`src/rtl/operand_issue_if.sv`:
```
`default_nettype none
// ============================================================================
// Module      : operand_issue_if
// Description : Register-file read, write-back snoop, instruction-in and
//               issue-out signal bundle for the operand_issue stage.
// Revision    : 1.0 - initial release
// ============================================================================
interface operand_issue_if #(
  parameter int LEN_REG   = 32,
  parameter int N_REG     = 16,
  parameter int LEN_REGNO = 4
);
  // register file view
  logic [N_REG*LEN_REG-1:0] data_i;
  logic [N_REG-1:0]         w_reserve_i;
  logic [N_REG-1:0]         reserve_o;
  // write-back snoop
  logic                     wb_valid_i;
  logic [LEN_REGNO-1:0]     wb_regno_i;
  logic [LEN_REG-1:0]       wb_data_i;
  // decoded instruction in
  logic                     insn_valid_i;
  logic                     insn_ready_o;
  logic [LEN_REGNO-1:0]     rs1_i;
  logic [LEN_REGNO-1:0]     rs2_i;
  logic [LEN_REGNO-1:0]     rd_i;
  logic                     use_rs1_i;
  logic                     use_rs2_i;
  logic                     use_rd_i;
  // issue to execute
  logic                     issue_valid_o;
  logic                     issue_ready_i;
  logic [LEN_REG-1:0]       op1_o;
  logic [LEN_REG-1:0]       op2_o;
  logic [LEN_REGNO-1:0]     rd_o;
  logic                     use_rd_o;

  // stage side
  modport slave (
    input  data_i, w_reserve_i, wb_valid_i, wb_regno_i, wb_data_i,
    input  insn_valid_i, rs1_i, rs2_i, rd_i, use_rs1_i, use_rs2_i, use_rd_i,
    input  issue_ready_i,
    output reserve_o, insn_ready_o, issue_valid_o, op1_o, op2_o, rd_o, use_rd_o
  );

  // environment side (decoder, register file, execute)
  modport master (
    output data_i, w_reserve_i, wb_valid_i, wb_regno_i, wb_data_i,
    output insn_valid_i, rs1_i, rs2_i, rd_i, use_rs1_i, use_rs2_i, use_rd_i,
    output issue_ready_i,
    input  reserve_o, insn_ready_o, issue_valid_o, op1_o, op2_o, rd_o, use_rd_o
  );
endinterface
`default_nettype wire

```
`src/rtl/operand_issue.sv`:
```
`default_nettype none
// ============================================================================
// Module      : operand_issue
// Description : Single-entry operand fetch / issue stage. Stalls on register
//               write reservations, forwards same-cycle write-back data,
//               pulses the destination reserve line and hands operands to
//               execute over valid/ready.
// Revision    : 1.0 - initial release
// ============================================================================
module operand_issue #(
  parameter int LEN_REG   = 32,
  parameter int N_REG     = 16,
  parameter int LEN_REGNO = 4
) (
  input  logic clk,
  input  logic rst,
  operand_issue_if.slave bus
);

  typedef enum logic [1:0] {
    EMPTY = 2'd0,
    HOLD  = 2'd1,
    OUT   = 2'd2
  } state_t;

  state_t state, state_next;

  // latched instruction fields
  logic [LEN_REGNO-1:0] rs1, rs2, rd;
  logic                 use_rs1, use_rs2, use_rd;

  // operand holding registers
  logic [LEN_REG-1:0]   op1, op2;

  // per-register view of the flat register-file bus
  logic [LEN_REG-1:0]   regs [N_REG];

  for (genvar k = 0; k < N_REG; k++) begin : g_unpack
    assign regs[k] = bus.data_i[k*LEN_REG +: LEN_REG];
  end

  // forwarding hits and hazard evaluation on the latched fields
  logic hit1, hit2, hitd;
  logic src1_ok, src2_ok, dst_ok, go, accept;
  logic [LEN_REG-1:0] val1, val2;

  assign hit1    = bus.wb_valid_i && (bus.wb_regno_i == rs1);
  assign hit2    = bus.wb_valid_i && (bus.wb_regno_i == rs2);
  assign hitd    = bus.wb_valid_i && (bus.wb_regno_i == rd);
  assign src1_ok = !use_rs1 || !bus.w_reserve_i[rs1] || hit1;
  assign src2_ok = !use_rs2 || !bus.w_reserve_i[rs2] || hit2;
  assign dst_ok  = !use_rd  || !bus.w_reserve_i[rd]  || hitd;
  assign go      = (state == HOLD) && src1_ok && src2_ok && dst_ok;
  assign accept  = (state == EMPTY) && bus.insn_valid_i;

  // an unused source reads as zero; otherwise forwarded data wins over the file
  assign val1 = !use_rs1 ? '0 : (hit1 ? bus.wb_data_i : regs[rs1]);
  assign val2 = !use_rs2 ? '0 : (hit2 ? bus.wb_data_i : regs[rs2]);

  // state register; reset drops any instruction in flight
  always_ff @(posedge clk or negedge rst) begin
    if (!rst) begin
      state <= EMPTY;
    end else begin
      state <= state_next;
    end
  end

  // next-state and combinational outputs
  always_comb begin
    state_next        = state;
    bus.reserve_o     = '0;
    bus.insn_ready_o  = 1'b0;
    bus.issue_valid_o = 1'b0;
    case (state)
      EMPTY: begin
        bus.insn_ready_o = 1'b1;
        if (bus.insn_valid_i) state_next = HOLD;
      end
      HOLD: begin
        if (go) begin
          if (use_rd) bus.reserve_o[rd] = 1'b1;
          state_next = OUT;
        end
      end
      OUT: begin
        bus.issue_valid_o = 1'b1;
        if (bus.issue_ready_i) state_next = EMPTY;
      end
      default: state_next = EMPTY;
    endcase
  end

  // capture instruction fields on accept; they stay frozen through OUT
  always_ff @(posedge clk or negedge rst) begin
    if (!rst) begin
      rs1     <= '0;
      rs2     <= '0;
      rd      <= '0;
      use_rs1 <= 1'b0;
      use_rs2 <= 1'b0;
      use_rd  <= 1'b0;
    end else if (accept) begin
      rs1     <= bus.rs1_i;
      rs2     <= bus.rs2_i;
      rd      <= bus.rd_i;
      use_rs1 <= bus.use_rs1_i;
      use_rs2 <= bus.use_rs2_i;
      use_rd  <= bus.use_rd_i;
    end
  end

  // sample operands in the go cycle, before the new reservation takes effect
  always_ff @(posedge clk or negedge rst) begin
    if (!rst) begin
      op1 <= '0;
      op2 <= '0;
    end else if (go) begin
      op1 <= val1;
      op2 <= val2;
    end
  end

  assign bus.op1_o    = op1;
  assign bus.op2_o    = op2;
  assign bus.rd_o     = rd;
  assign bus.use_rd_o = use_rd;

endmodule
`default_nettype wire

```
`src/flat_wrapper.sv`:
```
// flat-port wrapper written by rule: the top's interface ports become plain ports
module operand_issue_flat 
#(
  parameter int LEN_REG   = 32,
  parameter int N_REG     = 16,
  parameter int LEN_REGNO = 4
)
  (clk, rst, bus_data_i, bus_w_reserve_i, bus_wb_valid_i, bus_wb_regno_i, bus_wb_data_i, bus_insn_valid_i, bus_rs1_i, bus_rs2_i, bus_rd_i, bus_use_rs1_i, bus_use_rs2_i, bus_use_rd_i, bus_issue_ready_i, bus_reserve_o, bus_insn_ready_o, bus_issue_valid_o, bus_op1_o, bus_op2_o, bus_rd_o, bus_use_rd_o);
  operand_issue_if #(.LEN_REG(LEN_REG), .N_REG(N_REG), .LEN_REGNO(LEN_REGNO)) bus_i ();
  input  logic clk;
  input  logic rst;
  input wire logic [$bits(bus_i.data_i)-1:0] bus_data_i;
  input wire logic [$bits(bus_i.w_reserve_i)-1:0] bus_w_reserve_i;
  input wire logic [$bits(bus_i.wb_valid_i)-1:0] bus_wb_valid_i;
  input wire logic [$bits(bus_i.wb_regno_i)-1:0] bus_wb_regno_i;
  input wire logic [$bits(bus_i.wb_data_i)-1:0] bus_wb_data_i;
  input wire logic [$bits(bus_i.insn_valid_i)-1:0] bus_insn_valid_i;
  input wire logic [$bits(bus_i.rs1_i)-1:0] bus_rs1_i;
  input wire logic [$bits(bus_i.rs2_i)-1:0] bus_rs2_i;
  input wire logic [$bits(bus_i.rd_i)-1:0] bus_rd_i;
  input wire logic [$bits(bus_i.use_rs1_i)-1:0] bus_use_rs1_i;
  input wire logic [$bits(bus_i.use_rs2_i)-1:0] bus_use_rs2_i;
  input wire logic [$bits(bus_i.use_rd_i)-1:0] bus_use_rd_i;
  input wire logic [$bits(bus_i.issue_ready_i)-1:0] bus_issue_ready_i;
  output wire logic [$bits(bus_i.reserve_o)-1:0] bus_reserve_o;
  output wire logic [$bits(bus_i.insn_ready_o)-1:0] bus_insn_ready_o;
  output wire logic [$bits(bus_i.issue_valid_o)-1:0] bus_issue_valid_o;
  output wire logic [$bits(bus_i.op1_o)-1:0] bus_op1_o;
  output wire logic [$bits(bus_i.op2_o)-1:0] bus_op2_o;
  output wire logic [$bits(bus_i.rd_o)-1:0] bus_rd_o;
  output wire logic [$bits(bus_i.use_rd_o)-1:0] bus_use_rd_o;
  assign bus_i.data_i = bus_data_i;
  assign bus_i.w_reserve_i = bus_w_reserve_i;
  assign bus_i.wb_valid_i = bus_wb_valid_i;
  assign bus_i.wb_regno_i = bus_wb_regno_i;
  assign bus_i.wb_data_i = bus_wb_data_i;
  assign bus_i.insn_valid_i = bus_insn_valid_i;
  assign bus_i.rs1_i = bus_rs1_i;
  assign bus_i.rs2_i = bus_rs2_i;
  assign bus_i.rd_i = bus_rd_i;
  assign bus_i.use_rs1_i = bus_use_rs1_i;
  assign bus_i.use_rs2_i = bus_use_rs2_i;
  assign bus_i.use_rd_i = bus_use_rd_i;
  assign bus_i.issue_ready_i = bus_issue_ready_i;
  assign bus_reserve_o = bus_i.reserve_o;
  assign bus_insn_ready_o = bus_i.insn_ready_o;
  assign bus_issue_valid_o = bus_i.issue_valid_o;
  assign bus_op1_o = bus_i.op1_o;
  assign bus_op2_o = bus_i.op2_o;
  assign bus_rd_o = bus_i.rd_o;
  assign bus_use_rd_o = bus_i.use_rd_o;
  operand_issue #(.LEN_REG(LEN_REG), .N_REG(N_REG), .LEN_REGNO(LEN_REGNO)) u_core (.clk(clk), .rst(rst), .bus(bus_i));
endmodule
```
`config.mk`:
```
export PLATFORM = sky130hd
export DESIGN_NAME = operand_issue_flat
export DESIGN_NICKNAME = d
export VERILOG_FILES = /design/src/rtl/operand_issue_if.sv /design/src/rtl/operand_issue.sv /design/src/flat_wrapper.sv
export SDC_FILE = /design/constraint.sdc
export NUM_CORES = 1
export LEC_CHECK = 0
export BUFFER_PORTS_ARGS = -buffer_cell sky130_fd_sc_hd__buf_2
export CORE_AREA = 2 2 261 263
export CTS_CLUSTER_SIZE = 28
export DETAILED_ROUTE_END_ITERATION = 8
export DIE_AREA = 0 0 263 265
export SYNTH_ARGS = -nofsm -noshare
export SYNTH_HDL_FRONTEND = slang
export SYNTH_SLANG_ARGS = --single-unit
```
`constraint.sdc`:
```
create_clock -name clk -period 2.5 [get_ports clk]
set_input_delay 0.125 -clock clk [delete_from_list [all_inputs] [get_ports clk]]
set_output_delay 0.125 -clock clk [all_outputs]
set_load 0.02 [all_outputs]
```
Yosys cells after proc, flatten, opt, wreduce, memory -nomap -nowiden
Cells that the tools add are included.
{"block": "word_totals", "in_bits": 584, "wordCells": 74, "ff_bits": 81, "out_inout_bits": 87}
{"block": "op_classes", "n_reduce_logical": 22, "mux": 27, "bitwise_logic": 2, "n_eq_ne": 8, "order_cmp": 6}
{"op": "32-bit binary-select mux with 4-bit select", "count": 2}
{"op": "32-bit two-way mux", "count": 8}
{"op": "16-bit two-way mux", "count": 3}
{"op": "4-bit by 5-bit < comparator with 1-bit output, second input constant", "count": 3}
{"op": "1-bit binary-select mux with 4-bit select", "count": 3}
{"op": "4-bit equality test", "count": 3}
{"op": "5-bit >= comparator, second input constant", "count": 2}
{"op": "4-bit inverter with 5-bit output", "count": 2}
{"op": "1-bit logical AND", "count": 8}
{"op": "1-bit zero test", "count": 6}
{"op": "1-bit logical OR", "count": 6}
{"op": "1-bit two-way mux", "count": 6}
{"op": "2-bit two-way mux", "count": 3}
{"op": "2-bit case mux with 3 select lines", "count": 1}
{"op": "1-bit demux with 4-bit select", "count": 1}
{"op": "4-bit by 1-bit >= comparator with 1-bit output, second input constant", "count": 1}
{"op": "2-bit != test, second input constant", "count": 2}
{"op": "3-bit AND reduction", "count": 1}
{"op": "2-bit by 1-bit equality test with 1-bit output, second input constant", "count": 1}
{"op": "2-bit equality test, second input constant", "count": 1}
{"op": "2-bit zero test", "count": 1}
{"op": "2-bit by 1-bit != test with 1-bit output, second input constant", "count": 1}

Longest topological paths before layout
{"block": "logic_depth", "depth_word": 10, "depth_mapped": 8, "depth_no_buf": 6}

Worst setup path after synthesis
Ideal clock, no wire load.
{"block": "synth_path", "path_kind": "register -> register", "from": "reg u_core.rd[0], in the netlist u_core.bus.rd_o[0]", "to": "reg u_core.op1[10], in the netlist u_core.bus.op1_o[10]", "setup_slack_ns": -0.371, "setup_time_ns": 0.125, "period_less_slack_ns": 2.871, "stages_incl_launch_ff": 9, "n_path_buf": 2, "required_time_ns": 2.375, "t_arrival_ns": 2.747, "cell_sequence": "dfrtp_1 buf_2 mux4_2 nand2_1 nand4_1 a32o_1 a311oi_4 buf_6 mux2_2"}
{"block": "synth_between", "elab_chain_len": 6, "elab_cells_between_ends": 8, "classes_between": "eq/ne (1); mux (2); reduce/logical (5)"}
{"element": "from (decl)", "line": "operand_issue.sv:29", "text": "logic [LEN_REGNO-1:0] rs1, rs2, rd;"}
{"element": "from (signal assigned)", "line": "operand_issue.sv:106", "text": "rd <= bus.rd_i;"}
{"element": "1-bit binary-select mux with 4-bit select", "line": "operand_issue.sv:52", "text": "assign dst_ok = !use_rd || !bus.w_reserve_i[rd] || hitd;"}
{"element": "1-bit two-way mux (implied by the code)", "line": "operand_issue.sv:52"}
{"element": "1-bit zero test", "line": "operand_issue.sv:52"}
{"element": "1-bit logical OR", "line": "operand_issue.sv:52"}
{"element": "1-bit logical OR (*)", "line": "operand_issue.sv:52"}
{"element": "1-bit logical AND (*)", "line": "operand_issue.sv:53", "text": "assign go = (state == HOLD) && src1_ok && src2_ok && dst_ok;"}
{"element": "to (signal assigned)", "line": "operand_issue.sv:119", "text": "op1 <= val1;"}
{"element": "to (decl)", "line": "operand_issue.sv:33", "text": "logic [LEN_REG-1:0] op1, op2;"}
Every way passes the cells marked *; elsewhere a longest branch is shown, timed or not. The select of a mux whose other input is x is not followed.
A chain may end at the register's enable or synchronous reset.

Worst setup path in the final report
{"block": "layout_path", "from": "reg u_core.rs1[0]", "to": "out bus_reserve_o[7]"}
{"block": "layout_between", "elab_chain_len": 10, "elab_cells_between_ends": 12, "classes_between": "eq/ne (1); mux (4); reduce/logical (7)"}
{"element": "from (decl)", "line": "operand_issue.sv:29"}
{"element": "from (signal assigned)", "line": "operand_issue.sv:104", "text": "rs1 <= bus.rs1_i;"}
{"element": "1-bit binary-select mux with 4-bit select", "line": "operand_issue.sv:50", "text": "assign src1_ok = !use_rs1 || !bus.w_reserve_i[rs1] || hit1;"}
{"element": "1-bit two-way mux (implied by the code)", "line": "operand_issue.sv:50"}
{"element": "1-bit zero test", "line": "operand_issue.sv:50"}
{"element": "1-bit logical OR", "line": "operand_issue.sv:50"}
{"element": "1-bit logical OR (*)", "line": "operand_issue.sv:50"}
{"element": "1-bit logical AND (*) (3 in a row)", "line": "operand_issue.sv:53"}
{"element": "16-bit two-way mux (*)", "line": "operand_issue.sv:81", "text": "if (go) begin"}
{"element": "16-bit two-way mux (*)", "line": "operand_issue.sv:75", "text": "case (state)"}
{"element": "to (decl)", "line": "flat_wrapper.sv:25", "text": "output wire logic [$bits(bus_i.reserve_o)-1:0] bus_reserve_o;"}
Marks and branches as above.

==> metrics.yaml <==
outcome:
  status: "finished with violations"
  violations: "negative setup slack"
global_routing:
  grt_pass1_vias: 14700
  grt_usage_pct: 18.4
  grt_max_degree: 58
  grt_overflow_total: 0
  grt_pass1_wl_um: 95200
  antenna_found_initial: 12
sta:
  max_freq_ghz: 0.336
  clock_skew_ns: 0.0142
  maxSlewViolCount: 0
  setup_viol: 82
  hold_violations: 0
  rsz0062_at_grt: "true"
  relSlewSlack_pct: 38.5
  fin_crit_sh_pct: 119
  worst_pin_slew_ns: 0.900
  setup_ws_ns: -0.477
  fin_crit_ns: 2.98
floorplanning:
  core_area_um2: 66800
  start_util_pct: 18.7
  die_w_um: 263
  io_pins: 671
  dieArea_um2: 69700
  num_rows: 95
  die_h_um: 265
finish:
  finish.utilization_pct: 28.5
  final_cell_area_um2: 19000
  nets: 2260
  final_cells: 2558
  syn_to_final_growth_pct: 52.5
  layout-drive-gt1-share_pct: 72.6
placement:
  io_buffers: 670
  placed_cells: 2495
  place_congestion: 0.950
  place_worst_setup_slack_ns: -0.428
  hpwl_um: 50900
  placed_area_um2: 17600
cts:
  path_clk_slew_ns: 0.08
  cts_tree: "built"
  cts_max_path_buffers: 2
  cts_buffers: 9
  htreeDepth: 3
  clk_latency_ns: 0.38
  cts-root-buf: "clkbuf_16"
  cts_num_sinks: 81
synthesis:
  synthFlopType: "dfrtp_1"
  yosysUniqueCellTypes: 36
  synth_area_leaders: "mux4_2 (48%), dfrtp_1 (16%), a2111oi_0 (9.0%)"
  ys_warn_count: 0
  synth.most_common_cell: "mux4_2"
  ys_top_cells_by_count: "mux4_2 (268), a2111oi_0 (128), dfrtp_1 (81)"
  synth_edf_count: 0
  syn_area_per_cell_um2: 13.0
  ys_seq_area_share_pct: 16.2
  syn_area_um2: 12500
  synth_top_area_share_pct: 48.3
  synth_cells: 961
  syn-num-nets: 1545
  synth_top_area_cell: "mux4_2"
  synthArstFlopShare_pct: 100
  synth-seq-cells: 81
run:
  cap_violations: 0
setup_path:
  crit_path_max_fanout: 12
  r2r_cells: 10
  cp_slowest_stage_delay_ns: 0.52
  critPathKind: "reg2out"
  crit_chain: "mux4_2 > mux2i_1 > mux2i_1 > a32o_2 > a311oi_4 > buf_6 > buf_12 > and3b_2 > buf_6"
  critPathRequiredTime_ns: 2.38
  worst_ep_arrival_time_ns: 2.85
  startpoint_type: "register"
  worst_path_max_delay_cell: "dfrtp_4"
  end_kind: "primary output"
power:
  p_leak_nw: 8.19
  ir_worst_vdd_mv: 0.749
  power_w: 0.0232
  powerDensity_nw_per_um2: 1220
route:
  drc_errors: 0
  dr_total_vias: 13700
  wirelength_um: 67000
  wire_per_inst_um: 26.2
  firstDrtPassIters: 5
  avgViaCountPerCell: 5.36
  drt_iter0_markers: 900
  antenna_left: 0
min_path:
  hp-class: "in2async"
-- registers in the layout, indices dropped and copies added, names as in the netlist --
name / cells
u_core.bus.rd_o: 4
u_core.rs1: 4
u_core.bus.op2_o: 32
u_core.bus.use_rd_o: 1
u_core.bus.op1_o: 32
u_core.use_rs1: 1
u_core.rs2: 4
u_core.state: 2
u_core.use_rs2: 1
-- cells in the final DEF, fill, tap and decap left out, drive strengths merged, types with 6 or more instances in the layout --
cell type,n
inv,7
dlygate4sd3,17
a2111oi,128
xor2,9
clkbuf,13
and2,6
nor2b,66
mux2i,68
and3,9
and3b,6
mux2,76
mux4,268
nor2,70
nand2,6
buf,812
dfrtp,81
-- path summary, 6_finish.rpt --
check                                    start                    to  slack [ns]
hold / removal                             rst   u_core.bus.use_rd_o        0.28
setup / recovery                 u_core.rs1[0]      bus_reserve_o[7]       -0.48
max in group asynchronous                  rst         u_core.rs1[0]        1.41
setup reg to reg                 u_core.rs1[0]  u_core.bus.op2_o[31]       -0.40
min in group clk             bus_wb_data_i[21]  u_core.bus.op2_o[21]        0.29
hold reg to reg            u_core.bus.op1_o[6]   u_core.bus.op1_o[6]        0.51
-- worst max-delay path, delay by kind of cell, from the launching register on --
kind | cells | cell delay, ns
AO/OA/AOI/OAI | 2 | 0.54
multiplexers | 3 | 0.78
buffers and inverters | 3 | 0.42
AND/OR/NAND/NOR | 1 | 0.21
flip-flops | 1 | 0.52
-- per-layer routing --
layer	global-route usage, %	wire length, um	vias to the layer above
li1	-	-	5622
met1	21.0	24800	6935
met2	31.7	33200	957
met3	4.44	5400	189
met4	10.4	3540	6
met5	0	44	-
-- repair_timing --
| item | in CTS | in global routing |
|---|---|---|
| setup endpoints to repair | 80 | 82 |
| pin swaps | 2 | 3 |
| setup buffers | 17 | 3 |
| resized for setup | 135 | 32 |
| hold endpoints to repair | 55 | 0 |
| hold buffers | 17 | 0 |
| gates cloned | 11 | 2 |
-- metrics by stage --
step / TNS (ns) / hold slack, ns
after detailed placement: -18.57 / 0.186
after CTS: -32.91 / 0.251
after global placement: -17.22 / 0.182
after floorplan: -9.49 / -0.171
after global routing: -34.48 / 0.276
final: -27.43 / 0.280
-- kinds of logic after synthesis --
logic type / share of synthesized area [%]
AO/OA/AOI/OAI: 9.66
XOR/XNOR: 0.842
buffers and inverters: 4.91
flip-flops: 16.2
multiplexers: 60.6
AND/OR/NAND/NOR: 7.73
-- report_power, final --
part / internal [W] / switching (W)
sequential: 0.00188 / 0.000466
combinational: 0.0100 / 0.00926
clock: 0.000836 / 0.000695
-- cell type report --
class / instances / area (um^2)
flip-flops and latches: 81 / 2050
multi-input cells: 745 / 10200
repair buffers: 832 / 5320
clock inverters: 5 / 63.8
clock buffers: 11 / 253
diodes: 4 / 10.0
well taps: 873 / 1090
fillers: 6997 / 47800
inverters: 7 / 26.3
Note: power is estimated with default switching activity, not from simulation.
